===== src/rtl/traffic_light_pkg.sv =====
// traffic_light_pkg: shared types and helpers for the intersection controller.
// Build option: ALL_RED_EN adds the two all-red clearance states to the enum.
package traffic_light_pkg;

  localparam int DEF_GREEN_CYCLES   = 10;
  localparam int DEF_YELLOW_CYCLES  = 3;
  localparam int DEF_ALL_RED_CYCLES = 2;

`ifdef ALL_RED_EN
  typedef enum logic [2:0] {
    NS_GREEN     = 3'd0,
    NS_YELLOW    = 3'd1,
    ALLRED_TO_EW = 3'd2,
    EW_GREEN     = 3'd3,
    EW_YELLOW    = 3'd4,
    ALLRED_TO_NS = 3'd5
  } state_t;
`else
  typedef enum logic [1:0] {
    NS_GREEN  = 2'd0,
    NS_YELLOW = 2'd1,
    EW_GREEN  = 2'd2,
    EW_YELLOW = 2'd3
  } state_t;
`endif

  typedef struct packed {
    logic red;
    logic yellow;
    logic green;
  } lamp_t;

  typedef struct packed {
    lamp_t ns;
    lamp_t ew;
  } lamps_t;

  function automatic int max_int(input int a, input int b);
    return (a > b) ? a : b;
  endfunction

  // Lamp pattern for each state; anything unexpected shows red both ways.
  function automatic lamps_t lamp_decode(input state_t s);
    lamps_t l;
    l = '0;
    case (s)
      NS_GREEN:     begin l.ns.green  = 1'b1; l.ew.red = 1'b1; end
      NS_YELLOW:    begin l.ns.yellow = 1'b1; l.ew.red = 1'b1; end
      EW_GREEN:     begin l.ew.green  = 1'b1; l.ns.red = 1'b1; end
      EW_YELLOW:    begin l.ew.yellow = 1'b1; l.ns.red = 1'b1; end
      default:      begin l.ns.red    = 1'b1; l.ew.red = 1'b1; end
    endcase
    return l;
  endfunction

endpackage


===== src/rtl/tl_phase_timer.sv =====
// tl_phase_timer: phase cycle counter. Cleared by load (state entry) or
// reset, counts every edge otherwise; done flags the last cycle of a phase.
module tl_phase_timer
  import traffic_light_pkg::*;
#(
  parameter int CNT_W = 4
) (
  input  logic           clk,
  input  logic           reset,
  input  logic           load,
  input  logic [CNT_W:0] len,
  output logic           done
);

  logic [CNT_W-1:0] cnt;

  // Count cycles spent in the current phase; restart on every state entry.
  always_ff @(posedge clk) begin
    if (reset || load) begin
      cnt <= '0;
    end else begin
      cnt <= cnt + 1'b1;
    end
  end

  // len is one bit wider than cnt so a phase length of 2**CNT_W still fits.
  assign done = ({1'b0, cnt} == (len - 1'b1));

endmodule


===== src/rtl/traffic_light_ctrl.sv =====
// traffic_light_ctrl: fixed-time two-way intersection controller.
// Build option: define ALL_RED_EN to insert all-red clearance phases
// between each yellow and the opposite green.
//
// state        | meaning
// NS_GREEN     | north-south go, east-west red
// NS_YELLOW    | north-south clearing, east-west red
// ALLRED_TO_EW | both red before east-west green (ALL_RED_EN only)
// EW_GREEN     | east-west go, north-south red
// EW_YELLOW    | east-west clearing, north-south red
// ALLRED_TO_NS | both red before north-south green (ALL_RED_EN only)
module traffic_light_ctrl
  import traffic_light_pkg::*;
#(
  parameter int GREEN_CYCLES   = DEF_GREEN_CYCLES,
  parameter int YELLOW_CYCLES  = DEF_YELLOW_CYCLES,
  parameter int ALL_RED_CYCLES = DEF_ALL_RED_CYCLES
) (
  input  logic clk,
  input  logic reset,
  output logic ns_red,
  output logic ns_yellow,
  output logic ns_green,
  output logic ew_red,
  output logic ew_yellow,
  output logic ew_green
);

  localparam int MAX_LEN = max_int(max_int(GREEN_CYCLES, YELLOW_CYCLES), ALL_RED_CYCLES);
  localparam int CNT_W   = (MAX_LEN > 1) ? $clog2(MAX_LEN) : 1;
  localparam int LEN_W   = CNT_W + 1;

  state_t           state;
  state_t           next_state;
  logic [LEN_W-1:0] phase_len;
  logic             load;
  logic             done;
  lamps_t           lamps;

  // State register; reset forces north-south green.
  always_ff @(posedge clk) begin
    if (reset) begin
      state <= NS_GREEN;
    end else begin
      state <= next_state;
    end
  end

  // Phase length of the current state and the next state when it expires.
  always_comb begin
    next_state = state;
    phase_len  = LEN_W'(GREEN_CYCLES);
    case (state)
      NS_GREEN: begin
        phase_len = LEN_W'(GREEN_CYCLES);
        if (done) next_state = NS_YELLOW;
      end
      NS_YELLOW: begin
        phase_len = LEN_W'(YELLOW_CYCLES);
`ifdef ALL_RED_EN
        if (done) next_state = ALLRED_TO_EW;
`else
        if (done) next_state = EW_GREEN;
`endif
      end
`ifdef ALL_RED_EN
      ALLRED_TO_EW: begin
        phase_len = LEN_W'(ALL_RED_CYCLES);
        if (done) next_state = EW_GREEN;
      end
`endif
      EW_GREEN: begin
        phase_len = LEN_W'(GREEN_CYCLES);
        if (done) next_state = EW_YELLOW;
      end
      EW_YELLOW: begin
        phase_len = LEN_W'(YELLOW_CYCLES);
`ifdef ALL_RED_EN
        if (done) next_state = ALLRED_TO_NS;
`else
        if (done) next_state = NS_GREEN;
`endif
      end
`ifdef ALL_RED_EN
      ALLRED_TO_NS: begin
        phase_len = LEN_W'(ALL_RED_CYCLES);
        if (done) next_state = NS_GREEN;
      end
`endif
      default: next_state = NS_GREEN;
    endcase
  end

  // Any state change, including illegal-state recovery, restarts the timer.
  assign load = (next_state != state);

  tl_phase_timer #(
    .CNT_W (CNT_W)
  ) u_timer (
    .clk   (clk),
    .reset (reset),
    .load  (load),
    .len   (phase_len),
    .done  (done)
  );

  assign lamps     = lamp_decode(state);
  assign ns_red    = lamps.ns.red;
  assign ns_yellow = lamps.ns.yellow;
  assign ns_green  = lamps.ns.green;
  assign ew_red    = lamps.ew.red;
  assign ew_yellow = lamps.ew.yellow;
  assign ew_green  = lamps.ew.green;

endmodule


===== config.mk =====
export PLATFORM = sky130hd
export DESIGN_NAME = traffic_light_ctrl
export DESIGN_NICKNAME = d
export VERILOG_FILES = /design/src/rtl/traffic_light_pkg.sv /design/src/rtl/tl_phase_timer.sv /design/src/rtl/traffic_light_ctrl.sv
export SDC_FILE = /design/constraint.sdc
export NUM_CORES = 1
export LEC_CHECK = 0
export CAP_MARGIN = 5
export CORE_AREA = 2 2 39 41
export CTS_CLUSTER_DIAMETER = 40
export DETAILED_ROUTE_END_ITERATION = 8
export DIE_AREA = 0 0 41 43
export GPL_TIMING_DRIVEN = 0
export PLACE_DENSITY = 0.5
export SLEW_MARGIN = 40
export SYNTH_ARGS = -nofsm -noshare
export SYNTH_HDL_FRONTEND = slang
export SYNTH_SLANG_ARGS = --single-unit
export TNS_END_PERCENT = 1

===== constraint.sdc =====
create_clock -name clk -period 2.62 [get_ports clk]
set_input_delay 0.524 -clock clk [delete_from_list [all_inputs] [get_ports clk]]
set_output_delay 0.524 -clock clk [all_outputs]
set_load 0.05 [all_outputs]

==> impl_metrics.tcl <==
set metrics [dict create \
    htreeDepth 1 \
    yosys_register_bits 6 \
    grt_pass1_vias 224 \
    core_area_um2 1380 \
    mostFrequentLayoutCells "clkdlybuf4s50_1, dfxtp_1" \
    path_class "flip-flop to primary output" \
    die_height_um 43 \
    drt_wl_total_um 506 \
    p_per_area_nw_per_um2 514 \
    clk_latency_ns 0.24 \
    worstSetupStartpointType "flip-flop" \
    ys_types 17 \
    rows 14 \
    path_buf_inv 2 \
    netlist_area_um2 275 \
    finalSetupViolCount 0 \
    drv_cap 0 \
    numCtsBuffers 3 \
    relSlewSlack_pct 67.2 \
    critPathArrivalTime_ns 1.62 \
    synthesis.instances 31 \
    tns_ns 0 \
    finalCritPeriodShare_pct 81.7 \
    path_cells "inv_1 > nor2_1 > clkdlybuf4s50_1" \
    yosys_warnings 0 \
    fin_hold_ws_ns 0.537 \
    grt.total_usage_pct 8.13 \
    grt-ovfl-total 0 \
    crit_path_max_fanout 7 \
    ir_worst_vdd_mv 0.202 \
    fp.dieW_um 41 \
    place_hpwl_um 356 \
    slew_violations 0 \
    viasPerCell 4.26 \
    status "completed" \
    avgRoutedWirePerCell_um 8.88 \
    path_clk_slew_ns 0.05 \
    grt_pass1_wl_um 931 \
    remaining_drc_errors 0 \
    io_buffers 7 \
    rsz0062_at_grt "no" \
    period_minus_slack_ns 2.14 \
    max_freq_ghz 0.467 \
    seq_area_um2 120 \
    cts_buffer_depth 2 \
    antenna_found_initial 0 \
    grt_max_degree 8 \
    numClockSinks 6 \
    io_pins 8 \
    multiInputGateArea_um2 144 \
    leakage_uw 0.000133 \
    max_stage_delay_ns 0.80 \
    layout_commonest_cell "clkdlybuf4s50_1" \
    via_count 243 \
    yosysSeqAreaShare_pct 43.6 \
    start_util_pct 19.9 \
    synth_fp_nets 34 \
    post-cts-setup-buffers 0 \
    cp_slowest_cell "clkdlybuf4s50_1" \
    dieArea_um2 1760 \
    tightest_slew_ns 0.491 \
    critPathTopFamily "buffers and inverters" \
    cts_tree "yes" \
    diodes 0 \
    cp-end-kind "primary output" \
    post_cts_resized 0 \
    drtIter0Drc 3 \
    synthToLayoutAreaGrowth_pct 40.9 \
    postRouteAntennaNets 0 \
    hold_class "flip-flop to flip-flop" \
    required_ns 2.10 \
    fin_skew_ns 0.00351 \
    hold_viol_final 0 \
    holdBufCountCts 0 \
    final_nets 46 \
    cts_root_buf "clkbuf_4" \
    drive_above_1_share_pct 7.32 \
    first_pass_iters 4 \
    place.gp.congestion 0.751 \
    avgSynthCellArea_um2 8.88 \
    fill_cells 157 \
]
-- state kept, by name, summed over array words and instances, names as in the netlist --
register	cells
state	2
u_timer.cnt	4
-- synthesized netlist by cell type --
cell type | n | area (um^2)
dfxtp_1 | 6 | 120
a21oi_1 | 3 | 15.0
nor2_1 | 3 | 11.3
nor3_1 | 3 | 15.0
inv_1 | 2 | 7.51
nand3_1 | 2 | 10.0
nand4bb_1 | 2 | 22.5
and2_1 | 1 | 6.26
clkbuf_1 | 1 | 3.75
ha_1 | 1 | 12.5
nor2b_1 | 1 | 6.26
nor3b_1 | 1 | 7.51
o21ai_0 | 1 | 5.00
o41ai_1 | 1 | 8.76
or3_1 | 1 | 6.26
xnor2_1 | 1 | 8.76
xor2_1 | 1 | 8.76
-- final cells by class --
cell class / instances / area share, %
Timing Repair Buffer: 7 / 18.1
Tap cell: 16 / 5.16
Multi-Input combinational cell: 22 / 37.1
Sequential cell: 6 / 31.0
Buffer: 1 / 0.968
Inverter: 2 / 1.94
Clock buffer: 3 / 5.81
-- through the flow --
step	utilization [%]	cells	total power, uW	setup WS [ns]	instance area [um^2]
floorplan	-	31	111	0.756	275
global placement	26.4	54	117	0.729	365
detailed placement	26.4	54	117	0.726	365
CTS	28.0	57	206	0.452	388
global route	28.0	57	215	0.362	388
finish	28.0	57	199	0.480	388
-- path summary, 6_finish.rpt --
kind                  start  depth (start not counted)  slack, ns              to
max reg2reg  u_timer.cnt[0]                          3       1.49  u_timer.cnt[3]
min reg2reg        state[0]                          2       0.54        state[0]
max                state[1]                          3       0.48        ew_green
min                state[0]                          2       0.54        state[0]
-- tightest hold or removal path: stages (launching register included) --
cell	delay [ns]
dfxtp_1	0.35
o41ai_1	0.08
a21oi_1	0.06
-- kinds of logic (layout without fill, tap and decap cells) --
family / Yosys count / in the layout / share of synthesized area (%)
AND/OR/NAND/NOR: 14 / 14 / 30.9
flip-flops: 6 / 6 / 43.6
AO/OA/AOI/OAI: 5 / 5 / 10.5
buffers and inverters: 3 / 13 / 4.09
XOR/XNOR: 2 / 2 / 6.36
adder cells (fa/ha/maj): 1 / 1 / 4.54
-- power breakdown --
group	internal, uW	switching, uW	total, uW
registers	95.9	6.64	103
clock network	51.8	32.7	84.5
logic	7.35	4.98	12.3
total	155	44.3	199
-- layer usage --
| metal | part of all wire [%] | vias up | wire (um) | track usage [%] |
|---|---|---|---|---|
| li1 | - | 132 | - | - |
| met3 | 6.5 | 0 | 33 | 1.57 |
| met1 | 50 | 103 | 253 | 11.6 |
| met2 | 43 | 8 | 220 | 9.38 |
| met4 | 0 | 0 | 0 | 8.00 |
| met5 | 0 | - | 0 | 0 |
Note: power is estimated with default switching activity, not from simulation.
